`src/rtl/delay_tap_scheduler.sv`:
```
// Single-port delay-line RAM scheduler: per-frame tap reads, one sample write, idle-time aux access.
// Optional build macro DELAY_DECIM_EN: advance the write pointer only on every second frame.
module delay_tap_scheduler #(
   parameter int unsigned ADDR_W = 13,
   parameter int unsigned DATA_W = 11,
   parameter int unsigned NTAPS  = 4,
   // NTAPS=1 would give a zero-width index, so keep at least one bit
   localparam int unsigned IDX_W = (NTAPS > 1) ? $clog2(NTAPS) : 1
) (
   input  logic                    clk,
   input  logic                    reset,
   input  logic                    frame_start,
   input  logic [DATA_W-1:0]       wr_data,
   input  logic [NTAPS-1:0]        tap_en,
   input  logic [NTAPS*ADDR_W-1:0] tap_offset,
   output logic                    tap_valid,
   output logic [IDX_W-1:0]        tap_idx,
   output logic [DATA_W-1:0]       tap_data,
   output logic                    frame_done,
   output logic                    overrun,
   input  logic                    aux_req,
   input  logic                    aux_we,
   input  logic [ADDR_W-1:0]       aux_addr,
   input  logic [DATA_W-1:0]       aux_wdata,
   output logic                    aux_gnt,
   output logic                    aux_rvalid,
   output logic [ADDR_W-1:0]       ram_addr,
   output logic                    ram_we,
   output logic [DATA_W-1:0]       ram_wdata,
   input  logic [DATA_W-1:0]       ram_rdata
);

   typedef enum logic [1:0] {
      StIdle,
      StRead,
      StDrain,
      StWrite
   } state_e;

   state_e                  state;
   logic [IDX_W-1:0]        slot;
   logic [ADDR_W-1:0]       wr_ptr;
   logic [DATA_W-1:0]       wdata_held;
   logic [NTAPS-1:0]        en_held;
   logic [NTAPS*ADDR_W-1:0] off_held;
`ifdef DELAY_DECIM_EN
   logic                    decim_tgl;
`endif

   logic [ADDR_W-1:0] off_arr [NTAPS];
   logic [IDX_W-1:0]  slot_next;
   logic [ADDR_W-1:0] rd_addr_next;
   logic              last_slot;

   // Read data is never registered here; the tap and aux consumers see the RAM port directly.
   assign tap_data = ram_rdata;

   always_comb begin
      for (int i = 0; i < int'(NTAPS); i++) begin
         off_arr[i] = off_held[i*ADDR_W +: ADDR_W];
      end
   end

   always_comb begin
      slot_next    = slot + IDX_W'(1);
      last_slot    = (slot == IDX_W'(NTAPS - 1));
      rd_addr_next = wr_ptr;
      if (32'(slot_next) < NTAPS) begin
         rd_addr_next = wr_ptr - off_arr[slot_next];
      end
   end

   always_ff @(posedge clk or posedge reset) begin
      if (reset) begin
         state      <= StIdle;
         slot       <= '0;
         wr_ptr     <= '0;
         wdata_held <= '0;
         en_held    <= '0;
         off_held   <= '0;
`ifdef DELAY_DECIM_EN
         decim_tgl  <= 1'b0;
`endif
         tap_valid  <= 1'b0;
         tap_idx    <= '0;
         frame_done <= 1'b0;
         overrun    <= 1'b0;
         aux_gnt    <= 1'b0;
         aux_rvalid <= 1'b0;
         ram_addr   <= '0;
         ram_we     <= 1'b0;
         ram_wdata  <= '0;
      end else begin
         // RAM port idles at address 0 / read unless an access is issued below
         ram_addr   <= '0;
         ram_we     <= 1'b0;
         ram_wdata  <= '0;
         tap_valid  <= 1'b0;
         frame_done <= 1'b0;
         aux_gnt    <= 1'b0;
         aux_rvalid <= aux_gnt & ~ram_we;

         if (frame_start && (state != StIdle)) begin
            overrun <= 1'b1;
         end

         unique case (state)
            StIdle: begin
               if (frame_start) begin
                  wdata_held <= wr_data;
                  en_held    <= tap_en;
                  off_held   <= tap_offset;
                  slot       <= '0;
                  ram_addr   <= wr_ptr - tap_offset[ADDR_W-1:0];
                  state      <= StRead;
               end else if (aux_req) begin
                  ram_addr  <= aux_addr;
                  ram_we    <= aux_we;
                  ram_wdata <= aux_wdata;
                  aux_gnt   <= 1'b1;
               end
            end
            StRead: begin
               // Data for this slot's address lands on the RAM port one cycle later
               tap_valid <= en_held[slot];
               tap_idx   <= slot;
               if (last_slot) begin
                  state <= StDrain;
               end else begin
                  slot     <= slot_next;
                  ram_addr <= rd_addr_next;
               end
            end
            StDrain: begin
               ram_addr  <= wr_ptr;
               ram_we    <= 1'b1;
               ram_wdata <= wdata_held;
               state     <= StWrite;
            end
            StWrite: begin
`ifdef DELAY_DECIM_EN
               if (decim_tgl) begin
                  wr_ptr <= wr_ptr + ADDR_W'(1);
               end
               decim_tgl <= ~decim_tgl;
`else
               wr_ptr <= wr_ptr + ADDR_W'(1);
`endif
               frame_done <= 1'b1;
               state      <= StIdle;
            end
            default: state <= StIdle;
         endcase
      end
   end

endmodule

```
`config.mk`:
```
export PLATFORM = sky130hd
export DESIGN_NAME = delay_tap_scheduler
export DESIGN_NICKNAME = d
export VERILOG_FILES = /design/src/rtl/delay_tap_scheduler.sv
export SDC_FILE = /design/constraint.sdc
export NUM_CORES = 1
export LEC_CHECK = 0
export CELL_PAD_IN_SITES_DETAIL_PLACEMENT = 1
export CELL_PAD_IN_SITES_GLOBAL_PLACEMENT = 1
export CORE_MARGIN = 4
export CORE_UTILIZATION = 41
export DETAILED_ROUTE_END_ITERATION = 8
export PLACE_DENSITY = 0.92
export SLEW_MARGIN = 30
export SYNTH_ARGS = -nofsm -noshare
export SYNTH_HDL_FRONTEND = slang
export SYNTH_SLANG_ARGS = --single-unit
```
`constraint.sdc`:
```
create_clock -name clk -period 11.95 [get_ports clk]
set_clock_uncertainty 0.15 [all_clocks]
set_input_delay 2.39 -clock clk [delete_from_list [all_inputs] [get_ports clk]]
set_output_delay 2.39 -clock clk [all_outputs]
set_load 0.1 [all_outputs]
```
== Word-level counts from Yosys, hierarchy flattened ==
Index checks and enable logic that the tools add are counted.
Word-level totals
  bits in registers: 116
  word-level logic and storage cells: 64
  bits of input ports: 107
  output and inout port bits: 43
Cells by class
  equal/unequal tests: 7
  order comparisons: 2
  reduce and logical (&&, ||, !) cells: 7
  multiplexer cells: 26
  bitwise operators: 3
  add/subtract/negate cells: 4
Operators with widths (count)
  two-way mux 13 bit: 5
  case mux 13 bit (3 select lines): 1
  binary-select mux 13 bit (select 2 bit): 1
  subtractor 13 bit: 2
  two-way mux 11 bit: 2
  case mux 11 bit (2 select lines): 1
  adder 13 x 1 -> 13 bit (second input constant): 1
  two-way mux 1 bit: 8
  two-way mux 2 bit: 4
  case mux 2 bit (4 select lines): 1
  equality test 2 bit (second input constant): 3
  != test 2 bit (second input constant): 3
  case mux 2 bit (2 select lines): 1
  AND reduction 2 bit: 2
  nonzero test 2 bit: 2
  greater-or-equal comparator 3 bit (second input constant): 1
  less-than comparator 2 x 3 -> 1 bit (second input constant): 1
  NOT 2 -> 3 bit: 1
  AND reduction 3 bit: 1
  adder 2 x 1 -> 2 bit (second input constant): 1
  binary-select mux 1 bit (select 2 bit): 1
  equality test 2 x 1 -> 1 bit (second input constant): 1
  logical NOT 2 bit: 1
  case mux 1 bit (2 select lines): 1
  other kinds (3): 3

== Depth between registers and ports, before layout ==
  word-level depth: 8
  depth in mapped cells: 13
  depth with buffers taken out: 11

== Least setup slack after synthesis ==
Ideal clock, no wire load.
  kind: input port to output port
  start point: input port ram_rdata[0]
  end point: output port tap_data[0]
  cell stages on the path: 1
  path slack: 6757 ps
  buffers on the path: 1
  arrival: 2653 ps
  data required time: 9410 ps
  cell sequence: buf_4
RTL lines
  start: declaration: RTL line 30  | input logic [DATA_W-1:0] ram_rdata
  end: declaration: RTL line 18  | output logic [DATA_W-1:0] tap_data,
No word-level cell between the ends.

== Worst setup path in the final report ==
  start point: input port ram_rdata[3]
  end point: output port tap_data[3]
No word-level cell between the ends.

==> results.cfg <==
[outcome]
status = completed

[sta]
holdWs_ns = 0.289
maxSlewViolCount = 0
post-route-period-util_pct = 41.3
fmax_ghz = 0.203
fin_tns_setup_ns = 0
finalHoldViolCount = 0
rsz0062_at_grt = no
worst_slew_pin_slew_ns = 1.01
relSlewSlack_pct = 32.3
setup_viol = 0
fin_crit_ns = 4.93

[power_and_ir_drop]
power_density_mw_per_mm2 = 304
leakagePower_uw = 0.00388
power_uw = 2470
ir_drop_mv = 0.119

[global_route]
grt_pass1_wl_um = 28700
grt-ovfl-total = 0
grtUsageMet3_pct = 4.80
grtUsageMet1_pct = 29.4
grt_pass1_vias = 5559
grtUsageTotal_pct = 21.7
grt_start_max_net_pins = 85
globalRoute.busiestLayer = met2
antenna_found_initial = 0
met2_usage_pct = 34.7

[clock_network]
cts_buffers = 17
clk_pin_slew_ns = 0.05
cts_max_path_buffers = 2
cts_resized = 0
cts_tree = yes
cts-root-buf = clkbuf_16
cts_htree_levels = 4
hold_buffers = 0
cts_sinks = 116
clock_latency_ns = 0.42
cts_setup_buffers = 0

[layout]
fin_nets = 894
drive_gt1_share_pct = 8.49
diodes = 0
syn_to_final_growth_pct = 31.5

[worst_setup_path]
start_kind = input port
worstSetupEndpointType = primary output
crit_fanout = 1
arrival_ns = 2.39
critical_path_class = in -> out
critPathRequiredTime_ns = 9.41

[logic_synthesis]
postSynthCellCount = 644
syn_area_mm2 = 0.00618
synth_edf_count = 0
synthArstFlopShare_pct = 100
yosysUniqueCellTypes = 57
yosys_warnings = 0
seq_area_frac_synth_pct = 47.0
synthFlopType = dfrtp_1
ys_ff_latch = 116
syn_nets = 784
avgSynthCellArea_um2 = 9.60

[floorplanning]
die_x_um = 131
initial_core_util_pct = 42.2
die_y_um = 131
core_area_mm2 = 0.0146
row_count = 44
dieArea_mm2 = 0.0171
io_pins = 150

[place]
routabilityCongestion = 0.838
port-buffer-count = 127
hpwlAfterDp_um = 13000

[route]
drc = 0
drt-pass1-iter-count = 5
drt-initial-drc-count = 323
antenna_left = 0
wire_per_inst_um = 18.8
vias_per_cell = 5.41
vias = 5141
drt_wl_total_um = 17900

[worst_hold_path]
hold_path_class = reg -> reg

[flow_run]
maxCapViolations = 0
-- state kept, by name, indices dropped and copies added (netlist names) --
register    cells
aux_gnt         1
aux_rvalid      1
en_held         4
frame_done      1
off_held       52
overrun         1
ram_addr       13
ram_wdata      11
ram_we          1
slot            2
state           2
tap_idx         2
tap_valid       1
wdata_held     11
wr_ptr         13
-- kinds of logic (layout without fill, tap and decap cells) --
group | count (synthesis) | count (layout) | synth area share [%]
multiplexers | 18 | 18 | 5.79
AND/OR/NAND/NOR | 271 | 271 | 18.3
AO/OA/AOI/OAI | 106 | 106 | 12.3
XOR/XNOR | 28 | 28 | 3.97
adder cells (fa/ha/maj) | 33 | 33 | 6.92
flip-flops | 116 | 116 | 47.0
buffers and inverters | 72 | 194 | 5.77
-- through the flow --
stage	instances	cell area (um^2)	setup slack [ns]	util [%]
detailed placement	919	7490	6.93	51.2
CTS	950	8120	7.02	55.5
floorplan	644	6180	6.34	-
global placement	919	7490	7.02	51.1
finish	950	8130	7.02	55.5
global route	950	8130	7.02	55.5
-- final cells by class --
class | instances | area [um^2]
Clock buffer | 24 | 512
Inverter | 31 | 119
Multi-Input combinational cell | 456 | 2940
Tap cell | 184 | 230
Timing Repair Buffer | 132 | 1310
Fill cell | 1612 | 6520
Clock inverter | 7 | 119
Sequential cell | 116 | 2900
-- final timing paths --
path | startpoint | endpoint | slack, ns | depth (start not counted)
worst max-delay path | ram_rdata[3] | tap_data[3] | 7.02 | 0
worst min-delay path | ram_we | aux_rvalid | 0.29 | 1
worst max register to register | slot[1] | ram_addr[12] | 8.03 | 11
worst min register to register | ram_we | aux_rvalid | 0.29 | 1
max in group asynchronous | reset | off_held[10] | 8.12 | 3
min in group asynchronous | reset | wr_ptr[5] | 2.29 | 2
-- report_power, final --
part	internal (uW)	total (uW)	leakage (uW)	switching, uW
clock network	360	538	0.000305	178
logic	472	1280	0.00210	809
registers	554	654	0.00148	99.4
-- synthesized netlist by cell type, types with 3 or more instances --
| cell | count | area share [%] |
|---|---|---|
| buf_2 | 5 | 0.40 |
| nand2b_1 | 10 | 1.0 |
| a31oi_1 | 3 | 0.30 |
| buf_1 | 4 | 0.24 |
| nand2_1 | 204 | 12 |
| xnor2_1 | 19 | 2.7 |
| o211ai_1 | 3 | 0.36 |
| a222oi_1 | 7 | 1.1 |
| a22o_1 | 14 | 2.0 |
| ha_1 | 31 | 6.3 |
| nor2b_1 | 4 | 0.40 |
| a21oi_1 | 20 | 1.6 |
| buf_6 | 3 | 0.55 |
| o21ai_0 | 20 | 1.6 |
| a21o_1 | 8 | 0.97 |
| and3_1 | 7 | 0.71 |
| inv_1 | 31 | 1.9 |
| mux4_2 | 14 | 5.1 |
| a221oi_1 | 4 | 0.57 |
| nor3_1 | 6 | 0.49 |
| nor2_1 | 16 | 0.97 |
| clkbuf_1 | 14 | 0.85 |
| o21a_1 | 5 | 0.61 |
| dfrtp_1 | 116 | 47 |
| xor2_1 | 9 | 1.3 |
| nand3_1 | 9 | 0.73 |
| nand4_1 | 5 | 0.51 |
| buf_4 | 13 | 1.6 |
| and2_1 | 4 | 0.40 |
| o22ai_1 | 4 | 0.40 |
-- per-layer routing --
metal | part of all wire, % | wire length, um | vias to the layer above
li1 | - | - | 2396
met2 | 47 | 8370 | 177
met4 | 1.9 | 340 | 0
met1 | 45 | 7990 | 2536
met5 | 0 | 0 | -
met3 | 6.6 | 1180 | 32
-- layout by cell type (no fill, tap or decap), types with 3 or more instances in the layout --
master           count
o22ai_1              4
nand2_1            203
a22o_1              14
o21ai_0             20
a222oi_1             7
nand2b_1            10
and2_1               3
a21o_1               8
a31oi_1              3
mux4_2              14
nor2b_1              4
a221oi_1             4
nor3_1               6
ha_1                29
bufinv_16            3
o21a_1               5
inv_1               30
and3_1               7
clkbuf_16           17
xnor2_1             19
o211ai_1             3
nor2_1              16
clkdlybuf4s50_1    127
a21oi_1             20
clkbuf_8             6
xor2_1               9
nand3_1              9
buf_4                5
dfrtp_1            116
nand4_1              5
No activity file was read; power rests on OpenSTA's default activity.
